--- src/rtl/alu_resp_tx.sv ---
// Response packet framer: serialises {opcode, 0x00, RESP_LEN[15:0], result LSB-first}
// as a byte stream towards uart_tx.
module alu_resp_tx #(
   parameter int unsigned DATA_WIDTH   = 8,
   parameter int unsigned RESULT_WIDTH = 32
) (
   input  logic                    clk_i,
   input  logic                    rst_i,
   input  logic [7:0]              opcode_i,
   input  logic [RESULT_WIDTH-1:0] result_i,
   input  logic                    result_valid_i,
   output logic                    result_ready_o,
   output logic [DATA_WIDTH-1:0]   m_axis_tdata,
   output logic                    m_axis_tvalid,
   input  logic                    m_axis_tready,
   output logic                    busy_o
);

   localparam int unsigned RESP_LEN = 4 + RESULT_WIDTH / 8;
   localparam int unsigned CNT_W    = $clog2(RESP_LEN);
   localparam logic [CNT_W-1:0] LAST_IDX  = CNT_W'(RESP_LEN - 1);
   localparam logic [CNT_W-1:0] FIRST_PLD = CNT_W'(4);
   localparam logic [15:0]      LEN16     = 16'(RESP_LEN);

   typedef enum logic [1:0] {
      IDLE    = 2'd0,
      HEADER  = 2'd1,
      PAYLOAD = 2'd2
   } state_t;

   state_t                  state_q;
   logic [CNT_W-1:0]        cnt_q;
   logic [CNT_W-1:0]        cnt_d;
   logic [7:0]              op_q;
   logic [RESULT_WIDTH-1:0] res_q;
   logic [DATA_WIDTH-1:0]   tdata_q;
   logic                    tvalid_q;
   logic                    ready_q;
   logic                    busy_q;
   logic [7:0]              byte_d;

   // Packet byte at a given position, built from the captured opcode/result.
   function automatic logic [7:0] byte_sel(input logic [CNT_W-1:0] idx);
      int unsigned             i;
      logic [RESULT_WIDTH-1:0] sh;
      i  = 32'(idx);
      sh = '0;
      if (i == 0)      byte_sel = op_q;
      else if (i == 1) byte_sel = 8'h00;
      else if (i == 2) byte_sel = LEN16[7:0];
      else if (i == 3) byte_sel = LEN16[15:8];
      else begin
         sh       = res_q >> (8 * (i - 4));
         byte_sel = sh[7:0];
      end
   endfunction

   always_comb begin
      cnt_d  = cnt_q + CNT_W'(1);
      byte_d = byte_sel(cnt_d);
   end

   // Framer FSM; every output comes straight from a register.
   always_ff @(posedge clk_i or posedge rst_i) begin
      if (rst_i) begin
         state_q  <= IDLE;
         cnt_q    <= '0;
         op_q     <= '0;
         res_q    <= '0;
         tdata_q  <= '0;
         tvalid_q <= 1'b0;
         ready_q  <= 1'b1;
         busy_q   <= 1'b0;
      end else begin
         case (state_q)
            IDLE: begin
               if (result_valid_i && ready_q) begin
                  op_q     <= opcode_i;
                  res_q    <= result_i;
                  cnt_q    <= '0;
                  tdata_q  <= DATA_WIDTH'(opcode_i);
                  tvalid_q <= 1'b1;
                  ready_q  <= 1'b0;
                  busy_q   <= 1'b1;
                  state_q  <= HEADER;
               end
            end
            HEADER, PAYLOAD: begin
               if (tvalid_q && m_axis_tready) begin
                  if (cnt_q == LAST_IDX) begin
                     cnt_q    <= '0;
                     tdata_q  <= '0;
                     tvalid_q <= 1'b0;
                     ready_q  <= 1'b1;
                     busy_q   <= 1'b0;
                     state_q  <= IDLE;
                  end else begin
                     cnt_q   <= cnt_d;
                     tdata_q <= DATA_WIDTH'(byte_d);
                     state_q <= (cnt_d < FIRST_PLD) ? HEADER : PAYLOAD;
                  end
               end
            end
            default: begin
               state_q  <= IDLE;
               cnt_q    <= '0;
               tvalid_q <= 1'b0;
               ready_q  <= 1'b1;
               busy_q   <= 1'b0;
            end
         endcase
      end
   end

   assign result_ready_o = ready_q;
   assign m_axis_tdata   = tdata_q;
   assign m_axis_tvalid  = tvalid_q;
   assign busy_o         = busy_q;

endmodule

--- config.mk ---
export PLATFORM = sky130hd
export DESIGN_NAME = alu_resp_tx
export DESIGN_NICKNAME = d
export VERILOG_FILES = /design/src/rtl/alu_resp_tx.sv
export SDC_FILE = /design/constraint.sdc
export NUM_CORES = 1
export LEC_CHECK = 0
export ABC_CLOCK_PERIOD_IN_PS = 5100
export BUFFER_PORTS_ARGS = -buffer_cell sky130_fd_sc_hd__buf_2
export CAP_MARGIN = 20
export CORE_MARGIN = 2
export CORE_UTILIZATION = 58
export DETAILED_ROUTE_END_ITERATION = 12
export PLACE_DENSITY = 0.8
export REMOVE_ABC_BUFFERS = 1
export SETUP_SLACK_MARGIN = 0.1
export SLEW_MARGIN = 40
export SYNTH_ARGS = -nofsm -noshare
export SYNTH_HDL_FRONTEND = slang
export SYNTH_SLANG_ARGS = --single-unit
--- constraint.sdc ---
create_clock -name clk_i -period 5.1 [get_ports clk_i]
set_input_delay 0.765 -clock clk_i [delete_from_list [all_inputs] [get_ports clk_i]]
set_output_delay 0.765 -clock clk_i [all_outputs]
set_load 0.02 [all_outputs]
## After elaboration in Yosys (flattened, before gate mapping)

Index checks and enable logic that the tools add are counted.

| cells by class | value |
|---|---|
| reductions and logical operators | 10 |
| eq/ne operators | 9 |
| magnitude comparators | 1 |
| shift operators | 1 |
| mux-type cells | 25 |
| $add $sub $neg | 2 |

Operators by type and width:

| operator | number |
|---|---|
| $mux 8 | 7 |
| $shr 32x32->8 | 1 |
| $pmux 8 s2 | 1 |
| $mux 3 | 3 |
| $mux 2 | 4 |
| $eq 3x2->1 const B | 2 |
| $mux 1 | 6 |
| $ne 2x2->1 const B | 3 |
| $pmux 3 s2 | 1 |
| $reduce_and 3->1 | 2 |
| $pmux 1 s2 | 2 |
| $pmux 2 s2 | 1 |
| $reduce_and 2->1 | 2 |
| $sub 3x3->4 const B | 1 |
| $add 3x1->3 const B | 1 |
| $eq 3x1->1 const B | 1 |
| $eq 3x3->1 const B | 1 |
| $logic_not 3->1 | 1 |
| $lt 3x3->1 const B | 1 |
| $eq 2x1->1 const B | 1 |
| $eq 2x2->1 const B | 1 |
| $logic_and 1x1->1 | 2 |
| $logic_not 2->1 | 1 |
| $reduce_bool 2->1 | 1 |
| $reduce_or 2->1 | 1 |

| word-level totals | value |
|---|---|
| flip-flop bits (word level) | 55 |
| word-level logic and storage cells | 55 |
| input port bits | 44 |
| output and inout bits | 11 |

## Longest topological paths before layout

| logic depth | value |
|---|---|
| depth in word-level cells | 10 |
| mapped depth | 8 |
| gate-level depth less buffers | 7 |

## Worst setup path after synthesis

OpenSTA, ideal clock, no wires.

| path | value |
|---|---|
| kind | register -> register |
| from | register cnt_q[0] |
| to | register tdata_q[4] (netlist: m_axis_tdata[4]) |
| data required time | 4981 ps |
| stages on the path, launching flop included | 9 |
| library setup time | 119 ps |
| clock period less this slack | 2027 ps |
| data arrival time | 1908 ps |
| buffers on the path | 2 |
| path slack | 3073 ps |
| path through | dfrtp_1 buf_6 inv_1 ha_1 buf_6 mux4_2 a22oi_1 o221ai_1 o21a_1 |

| between the ends | value |
|---|---|
| cells in the longest elaborated chain, start to end | 10 |
| elaborated cells between the ends (all ways) | 15 |
| classes of those cells | add/sub (2); eq/ne (4); shift (1); mux (7); reduce/logical (1) |

Ends and longest elaborated chain:

| item | line | source |
|---|---|---|
| start, declared | 32 | `logic [CNT_W-1:0] cnt_q;` |
| start signal, assigned | 98 | `cnt_q <= cnt_d;` |
| $add 3x1->3 | 59 | `cnt_d = cnt_q + CNT_W'(1);` |
| $sub 3x3->4 | 53 | `sh = res_q >> (8 * (i - 4));` |
| $shr 32x32->8 | 53 |  |
| $mux 8 | 51 | `else if (i == 3) byte_sel = LEN16[15:8];` |
| $mux 8 | 50 | `else if (i == 2) byte_sel = LEN16[7:0];` |
| $mux 8 | 49 | `else if (i == 1) byte_sel = 8'h00;` |
| $mux 8 | 48 | `if (i == 0) byte_sel = op_q;` |
| $mux 8 (*) | 90 | `if (cnt_q == LAST_IDX) begin` |
| $mux 8 (*) | 89 | `if (tvalid_q && m_axis_tready) begin` |
| $pmux 8 s2 (*) | 75 | `case (state_q)` |
| end signal, assigned | 81 | `tdata_q <= DATA_WIDTH'(opcode_i);` |
| end signal, assigned | 99 | `tdata_q <= DATA_WIDTH'(byte_d);` |
| end, declared | 36 | `logic [DATA_WIDTH-1:0] tdata_q;` |

Every way passes the cells marked *; elsewhere a longest branch is shown, timed or not. The select of a mux whose other input is x is not followed.
A chain may end at the register's enable or synchronous reset.

## Final worst setup path

Ends and elaborated chain as after synthesis.

==> summary.txt <==
CP startpoint - cnt_q[0]$_DFFE_PP0P_
Bufs on Longest Clock Path - 2
area leader, netlist - dfrtp_1
CP top delay family - flip-flops
Slew HR - 51.59%
Hold Vio Cnt, Final - 0
cts repair resizes - 0
DR WL/cell - 16.04 um
Hold Path Cell Cnt - 2
die area - 5073 um^2
Worst Setup EP - m_axis_tdata[4]$_DFFE_PP0P_
Max Cap Violations - 0
postcts setup bufs - 0
worst reg2reg path depth - 6
flop2flop setup slack - 2.49 ns
worst r2r src - cnt_q[0]$_DFFE_PP0P_
VDD IR max - 0.2033 mV
total CTS buffers - 5
CP Class - reg2reg
largest cells by area after synthesis - dfrtp_1 51%, mux2_2 15%, mux4_1 4.0%
CTS root buf - clkbuf_8
FP Rows - 24
clk_skew - 0.008847 ns
# fillers - 337
Avg Cell Area, Syn - 12.91 um^2
synth-to-layout area growth - 12.60%
initial DRC count - 108
antenna diode count - 0
Tmin final - 2.605 ns
Worst path max stage delay - 0.72 ns
synthesized flop and latch total - 54
critical-path cell list - inv_1, ha_1, mux4_2, a22oi_1, o221ai_1, o21a_1
FFs w/ async S/R, synth - 100.0%
CTS tree - yes
largest net degree at the start of global routing - 55
initial antenna violation count - 0
Critical Path Source Type - register
grt ovf - 0
status - complete, no violations
Die Y - 71.23 um
vias in the first global route - 1,849
Total Neg Setup Slack - 0 ns
fmax - 0.3838 GHz
register area share after synthesis - 51.60%
Netlist cell types - 34
final cycle utilization of the critical path - 51.08%
CP arrival - 2.81 ns
Bufs and invs on worst path - 1
IO Port Bufs - 54
share of the synthesized area in the top cell type - 50.60%
share of cells above drive strength 1 - 41.27%
CP Max Fanout - 13
Core Region - 4354 um^2
Ports - 55
Main synth FF type - dfrtp_1
Remaining DRCs - 0
# hold bufs at CTS - 0
Total GRT Usage - 21.38%
Leakage - 1.488 nW
number of synthesized flops with an enable pin - 0
Final Setup Violations - 0
H-tree levels - 2
CP required - 5.30 ns
Vias - 1,725
chip width - 71.23 um
DRT Pass-1 Iters - 4
clk sinks - 54
Pwr Density - 231.7 nW/um^2
Post-Route WL - 4877 um
unrepaired setup endpoints after global routing - false
initial core utilization - 60.20%
final max-slew violation count - 0
Mapped Cells - 203
Clk pin slew, worst setup/hold paths - 0.09 ns
worst slew pin tran - 0.7239 ns
global placement routability congestion - 0.7013
HP Class - reg2reg
vias per cell - 5.674
Post-DRT Antenna Nets - 0
Util after Layout - 67.79%
nets@finish - 304
Worst setup EP type - register
first-pass GRT wire length - 8404 um
Critical Path Stages - 6
Skew-Pair Late Insertion Delay - 0.30 ns
Final HPWL DP - 3481 um
Crit-path slowest cell - dfrtp_1
Mapped Area - 2621 um^2
Crit Reg-Reg Endpoint - m_axis_tdata[4]$_DFFE_PP0P_
synth warn - 0
==> cells in the final DEF, fill, tap and decap left out, types with 5 or more instances in the layout <==
cell | Yosys | routed
dfrtp_1 | 53 | 53
ha_1 | 8 | 8
buf_2 | 3 | 54
clkbuf_8 | 1 | 5
mux2_2 | 34 | 34
nand3b_1 | 5 | 5
a21oi_1 | 5 | 5
nand2_1 | 14 | 14
o21ai_0 | 14 | 14
inv_1 | 14 | 13
==> worst min path at each step <==
stage                                           start                           to  slack (ns)
after floorplan                   op_q[5]$_DFFE_PP0P_          op_q[5]$_DFFE_PP0P_        0.45
after CTS                         op_q[1]$_DFFE_PP0P_          op_q[1]$_DFFE_PP0P_        0.49
after global routing      m_axis_tdata[4]$_DFFE_PP0P_  m_axis_tdata[4]$_DFFE_PP0P_        0.51
after detailed placement          op_q[7]$_DFFE_PP0P_          op_q[7]$_DFFE_PP0P_        0.47
after global placement            op_q[2]$_DFFE_PP0P_          op_q[2]$_DFFE_PP0P_        0.46
final                             op_q[1]$_DFFE_PP0P_          op_q[1]$_DFFE_PP0P_        0.49
==> per-layer routing <==
metal / vias up / GRT usage (%) / wire length, um
met5: - / 0 / 0
met1: 854 / 27.37 / 2059
met3: 7 / 4.782 / 196
met2: 47 / 36.42 / 2555
met4: 0 / 6.918 / 65
li1: 817 / - / -
==> power by group <==
part           internal (mW)  switching [mW]  leakage [nW]  total (mW)
clock network         0.0948           0.126        0.0383       0.221
logic                 0.0146          0.0177         0.733      0.0323
registers              0.429         0.00104         0.716       0.430
==> sequential cells by signal, summed over array words and instances (netlist names) <==
register        count
busy_o              1
cnt_q               2
m_axis_tdata        8
op_q                8
res_q              32
result_ready_o      1
state_q             2
==> cell families after synthesis <==
group           count (synthesis)  synth area share, %
compound gates                 38                9.928
buf+inv                        26                5.680
mux                            45                22.72
fa+ha+maj                       8                3.819
simple gates                   32                6.253
flops                          54                51.60
==> area by class of cell <==
class,count,area [um^2],area share [%]
sequential,54,1353,45.82
multi-input combinational,123,1132,38.36
timing repair buffer,54,270.3,9.156
clock buffer,7,76.32,2.586
tap,52,65.06,2.204
inverter,14,55.05,1.865
==> per-stage QoR <==
| step | cell area, um^2 | worst slack, ns | std cells | power (mW) | hold WS [ns] |
|---|---|---|---|---|---|
| 2_1_floorplan | 2525 | 2.587 | 191 | 0.4507 | 0.4502 |
| 3_3_place_gp | 2865 | 2.537 | 297 | 0.4712 | 0.4621 |
| 3_5_place_dp | 2875 | 2.494 | 297 | 0.4723 | 0.4702 |
| 4_1_cts | 2952 | 2.483 | 304 | 0.6881 | 0.4897 |
| 5_1_grt | 2952 | 2.280 | 304 | 0.7124 | 0.5104 |
| 6_report | 2952 | 2.495 | 304 | 0.6839 | 0.4889 |
==> worst register-to-register path: cells and delay by family, from the launching register on <==
kind	cells	cell delay (ns)
buf+inv	1	0.16
fa+ha+maj	1	0.61
compound gates	3	0.46
flops	1	0.72
mux	1	0.56
==> Yosys cell counts, types with 4 or more instances <==
master,number
nand3_1,4
dfrtp_1,53
mux2_2,34
nor2_1,4
nand2_1,14
inv_1,14
mux4_1,4
nand3b_1,5
mux2i_1,4
a21oi_1,5
o22a_1,4
ha_1,8
o21ai_0,14
Power figures use the tool's default switching activity.
